--- config.mk ---
export PLATFORM = sky130hd
export DESIGN_NAME = dcp_arb_unit
export DESIGN_NICKNAME = d
export VERILOG_FILES = /design/src/rtl/dcp_pkg.sv /design/src/rtl/dcp_rr_pick.sv /design/src/rtl/dcp_arb_unit.sv
export SDC_FILE = /design/constraint.sdc
export NUM_CORES = 1
export LEC_CHECK = 0
export ABC_CLOCK_PERIOD_IN_PS = 3610
export CAP_MARGIN = 20
export CORE_ASPECT_RATIO = 1.75
export CORE_UTILIZATION = 40
export CTS_CLUSTER_DIAMETER = 120
export DETAILED_ROUTE_END_ITERATION = 10
export GPL_ROUTABILITY_DRIVEN = 0
export HOLD_SLACK_MARGIN = 0.03
export PLACE_DENSITY_LB_ADDON = 0.2
export SYNTH_ARGS = -nofsm -noshare
export SYNTH_HDL_FRONTEND = slang
export SYNTH_SLANG_ARGS = --single-unit
--- constraint.sdc ---
create_clock -name iClk -period 3.61 [get_ports iClk]
set_input_delay 1.083 -clock iClk [delete_from_list [all_inputs] [get_ports iClk]]
set_output_delay 1.083 -clock iClk [all_outputs]
set_load 0.005 [all_outputs]
--- src/rtl/dcp_pkg.sv ---
// dcp_pkg: shared FSM state enum and egress beat record for the arbiter
package dcp_pkg;
  localparam int DW_MAX = 64;
  localparam int AW_MAX = 16;
  typedef enum logic {IDLE, GRANT} state_t;
  typedef struct packed {
    logic [AW_MAX-1:0] dst;
    logic [DW_MAX-1:0] pld;
    logic              last;
  } beat_t;
endpackage

--- src/rtl/dcp_rr_pick.sv ---
// dcp_rr_pick: combinational round-robin pick; req/ptr in, one-hot win and any out
module dcp_rr_pick #(
  parameter int N  = 4,
  parameter int PW = $clog2(N)
) (
  input  logic [N-1:0]  req,
  input  logic [PW-1:0] ptr,
  output logic [N-1:0]  win,
  output logic          any
);
  always_comb begin
    win = '0;
    for (int i = N - 1; i >= 0; i--)
      if (req[(int'(ptr) + i) % N]) win = N'(1) << ((int'(ptr) + i) % N);
  end
  assign any = |req;
endmodule

--- src/rtl/dcp_arb_unit.sv ---
// dcp_arb_unit: RNUM-way packet round-robin arbiter with 2-entry egress FIFO; iClk/iRst, per-requester req handshake, single egress handshake, oGrant/oBusy status
module dcp_arb_unit
  import dcp_pkg::*;
#(
  parameter int DW   = 16,
  parameter int AW   = 4,
  parameter int RNUM = 4
) (
  input  logic              iClk,
  input  logic              iRst,
  input  logic [RNUM-1:0]   iReqVld,
  output logic [RNUM-1:0]   oReqRdy,
  input  logic [RNUM*DW-1:0] iReqPld,
  input  logic [RNUM*AW-1:0] iReqDst,
  input  logic [RNUM-1:0]   iReqLast,
  output logic              oOutVld,
  input  logic              iOutRdy,
  output logic [DW-1:0]     oOutPld,
  output logic [AW-1:0]     oOutDst,
  output logic              oOutLast,
  output logic [RNUM-1:0]   oGrant,
  output logic              oBusy
);
  localparam int PW = $clog2(RNUM);
  state_t state, nxt;
  logic [PW-1:0] ptr, gidx, widx;
  logic [RNUM-1:0] win;
  logic any, push, pop, last_in;
  beat_t mem [2];
  logic wp, rp;
  logic [1:0] cnt;
  dcp_rr_pick #(.N(RNUM)) u_pick (.req(iReqVld), .ptr(ptr), .win(win), .any(any));
  assign oReqRdy  = cnt == 2'd2 ? '0 : oGrant;
  assign push     = |(iReqVld & oReqRdy);
  assign pop      = oOutVld & iOutRdy;
  assign last_in  = iReqLast[gidx];
  assign oOutVld  = cnt != 2'd0;
  assign oOutPld  = DW'(mem[rp].pld);
  assign oOutDst  = AW'(mem[rp].dst);
  assign oOutLast = mem[rp].last;
  assign oBusy    = state == GRANT || oOutVld;
  always_comb begin
    widx = '0;
    for (int i = 0; i < RNUM; i++)
      if (win[i]) widx = PW'(i);
  end
  always_comb begin
    nxt = state;
    nxt = state == IDLE ? (any ? GRANT : IDLE) : (push && last_in ? IDLE : GRANT);
  end
  always_ff @(posedge iClk) begin
    if (iRst) begin
      state  <= IDLE;
      oGrant <= '0;
      gidx   <= '0;
      ptr    <= '0;
      cnt    <= '0;
      wp     <= 1'b0;
      rp     <= 1'b0;
    end else begin
      state <= nxt;
      if (state == IDLE) begin
        oGrant <= win;
        gidx   <= widx;
      end else if (push && last_in) begin
        oGrant <= '0;
        ptr    <= gidx == PW'(RNUM - 1) ? '0 : gidx + 1'b1;
      end
      if (push) begin
        mem[wp] <= '{dst: AW_MAX'(iReqDst[gidx*AW +: AW]), pld: DW_MAX'(iReqPld[gidx*DW +: DW]), last: last_in};
        wp      <= ~wp;
      end
      if (pop) rp <= ~rp;
      cnt <= cnt + {1'b0, push} - {1'b0, pop};
    end
  end
endmodule

==> reports/results.tsv <==
stage	metric	value	unit
cts	ctsHoldBuffers	0	
timing	slew_headroom	0.635	
timing	finalHoldViolations	0	
place	io_buffers	121	
layout	area_growth	47.8	%
layout	multi_input_area	1460	um^2
grt	grt_max_degree	24	
power	leakage	0.00155	uW
floorplan	die_h	118	um
critical_path	critPathKind	in -> reg	
power	p_total	1990	uW
cts	post_cts_buffers	0	
timing	fmax	351	MHz
layout	nets	429	
job	drv_cap	0	
cts	cts-resized-gates	0	
yosys	synthFlopType	edfxtp_1	
critical_path	crit_path_max_fanout	21	
drt	dr.first_iter.drc_count	99	
cts	cts.sinks	56	
layout	final_cells	419	
yosys	synth_edf_count	42	
grt	grt_pass1_vias	2325	
timing	fin_setup_tns	0	ns
drt	drt-total-wl	7320	um
critical_path	cp_data_arrival_time	2.81	ns
yosys	synth_fp_nets	306	
floorplan	die_x	68.3	um
timing	setup_viol	0	
timing	rsz0062_at_grt	no	
critical_path	cp.required	3.57	ns
grt	grt_pass1_wl	11200	um
yosys	ys_async_sr_fraction	0	
yosys	synthCells	207	
status	status	completed	
yosys	synth_seq_area_share	0.501	
cts	cts_tree	built	
timing	skew	0.00781	ns
place	dp_hpwl	5620	um
yosys	synth_area_per_cell	14.9	um^2
layout	fillerInstances	626	
cts	htreeDepth	2	
power	ir_drop	0.000335	V
place	place_inst	411	
floorplan	rows	42	
cts	clkTransAtPathRegs	0.07	ns
timing	final_max_slew_viol_count	0	
cts	cts_inserted_buffers	5	
cts	cts_buffer_depth	2	
floorplan	core_area	7510	um^2
grt	gr-total-overflow	0	
layout	regArea	1540	um^2
layout	fin_util	0.605	
yosys	synth_seq_cells	56	
yosys	synth_top_area_frac	0.410	
yosys	synth.distinct_cells	46	
layout	antenna_cells	0	
yosys	synth_area	3080	um^2
layout	drive_gt1_frac	0.233	
critical_path	start_kind	primary input	
grt	grtUsageTotal	0.192	
floorplan	pin_count	122	
drt	route.antenna.remaining_nets	0	
cts	root_buffer	clkbuf_16	
critical_path	critical_path.endpoint_type	register	
power	p_per_area	438	nW/um^2
timing	worst_pin_slew	0.547	ns
drt	drc	0	
timing	period_share	0.789	
yosys	synth_top_area_cell	edfxtp_1	
drt	via_count	2248	
yosys	ys_warn_count	0	
drt	wl_per_cell	17.5	um
timing	hold-worst-slack	0.517	ns
floorplan	dieArea	8060	um^2
floorplan	start_util	0.409	
drt	first_pass_iters	4	
timing	finalCriticalPeriod	2.85	ns
drt	vias_per_cell	5.37	
yosys	ys_top_cells_by_area	edfxtp_1, mux4_2, dfxtp_1	
grt	antenna_found_initial	0	
worst_hold_path	worst_hold_path_type	reg -> reg	
cts	worstSkewPairLatency	0.29	ns
power breakdown:
part	switching, uW	internal, uW
combinational	262	442
sequential	31.6	768
clock	210	280
total	504	1490
layout by cell type (no fill, tap or decap), types with 3 or more instances in the layout:
cell type,Yosys,final
a21oi_1,9,9
a22oi_1,4,4
and2_1,6,6
buf_4,0,6
clkbuf_16,0,5
clkdlybuf4s50_1,0,121
dfxtp_1,14,13
edfxtp_1,42,42
ha_1,8,8
inv_1,8,8
mux2_2,23,23
mux2_4,3,3
mux4_2,23,23
nand2_1,5,5
nand3_1,3,3
nor2_1,5,5
or3_1,3,3
xnor2_1,3,3
state kept, by name, indices dropped and copies added, names as in the netlist, named ones only:
signal and cells:
cnt 2, wp 1, rp 1, mem 42, gidx 2, state 1
ptr 2, oGrant 4
routing by layer:
| metal | wire (um) | vias up | global-route usage | share of wire |
|---|---|---|---|---|
| li1 | - | 1066 | - | - |
| met1 | 2610 | 1102 | 0.193 | 0.36 |
| met2 | 4120 | 72 | 0.357 | 0.56 |
| met3 | 445 | 8 | 0.0407 | 0.061 |
| met4 | 146 | 0 | 0.0742 | 0.020 |
| met5 | 0 | - | 0 | 0 |
worst max-delay path: stages:
cell,delay [ns]
clkdlybuf4s50_1,0.57
a22oi_1,0.12
a21boi_1,0.46
nor3b_2,0.25
buf_4,0.32
worst paths after layout:
kind	end	slack, ns	from	cells past startpoint
worst max-delay path	mem[0][1]	0.76	iReqVld[0]	5
worst min register to register	rp	0.52	rp	2
worst max register to register	oGrant[1]	0.78	ptr[0]	7
worst min-delay path	rp	0.52	rp	2
through the flow:
step | setup WS (ns) | instance area [um^2]
final | 0.763 | 4550
after global routing | 0.576 | 4550
after CTS | 0.757 | 4550
after detailed placement | 0.447 | 4400
after global placement | 0.508 | 4400
after floorplan | 0.0295 | 3080
cells in the mapped netlist, types with 4 or more instances:
cell type / n
edfxtp_1: 42
mux2_2: 23
mux4_2: 23
dfxtp_1: 14
a21oi_1: 9
ha_1: 8
inv_1: 8
and2_1: 6
clkbuf_1: 6
nand2_1: 5
nor2_1: 5
a22oi_1: 4
kinds of logic after synthesis:
| group | count (synthesis) | synth area share |
|---|---|---|
| DFF | 56 | 0.501 |
| buffers and inverters | 19 | 0.0268 |
| xor gates and xnor gates | 4 | 0.0114 |
| and+or+nand+nor | 39 | 0.0752 |
| AOI/OAI and AO/OA | 30 | 0.0740 |
| adders and majority gates | 8 | 0.0325 |
| muxes | 51 | 0.279 |
layout make-up:
cell class / instances / share of cell area
clock inverter: 1 / 0.00138
inverter: 8 / 0.00660
timing repair buffer: 127 / 0.276
tap: 88 / 0.0242
multi-input combinational: 132 / 0.321
clock buffer: 7 / 0.0316
sequential: 56 / 0.339
No activity file was read; power rests on OpenSTA's default activity.
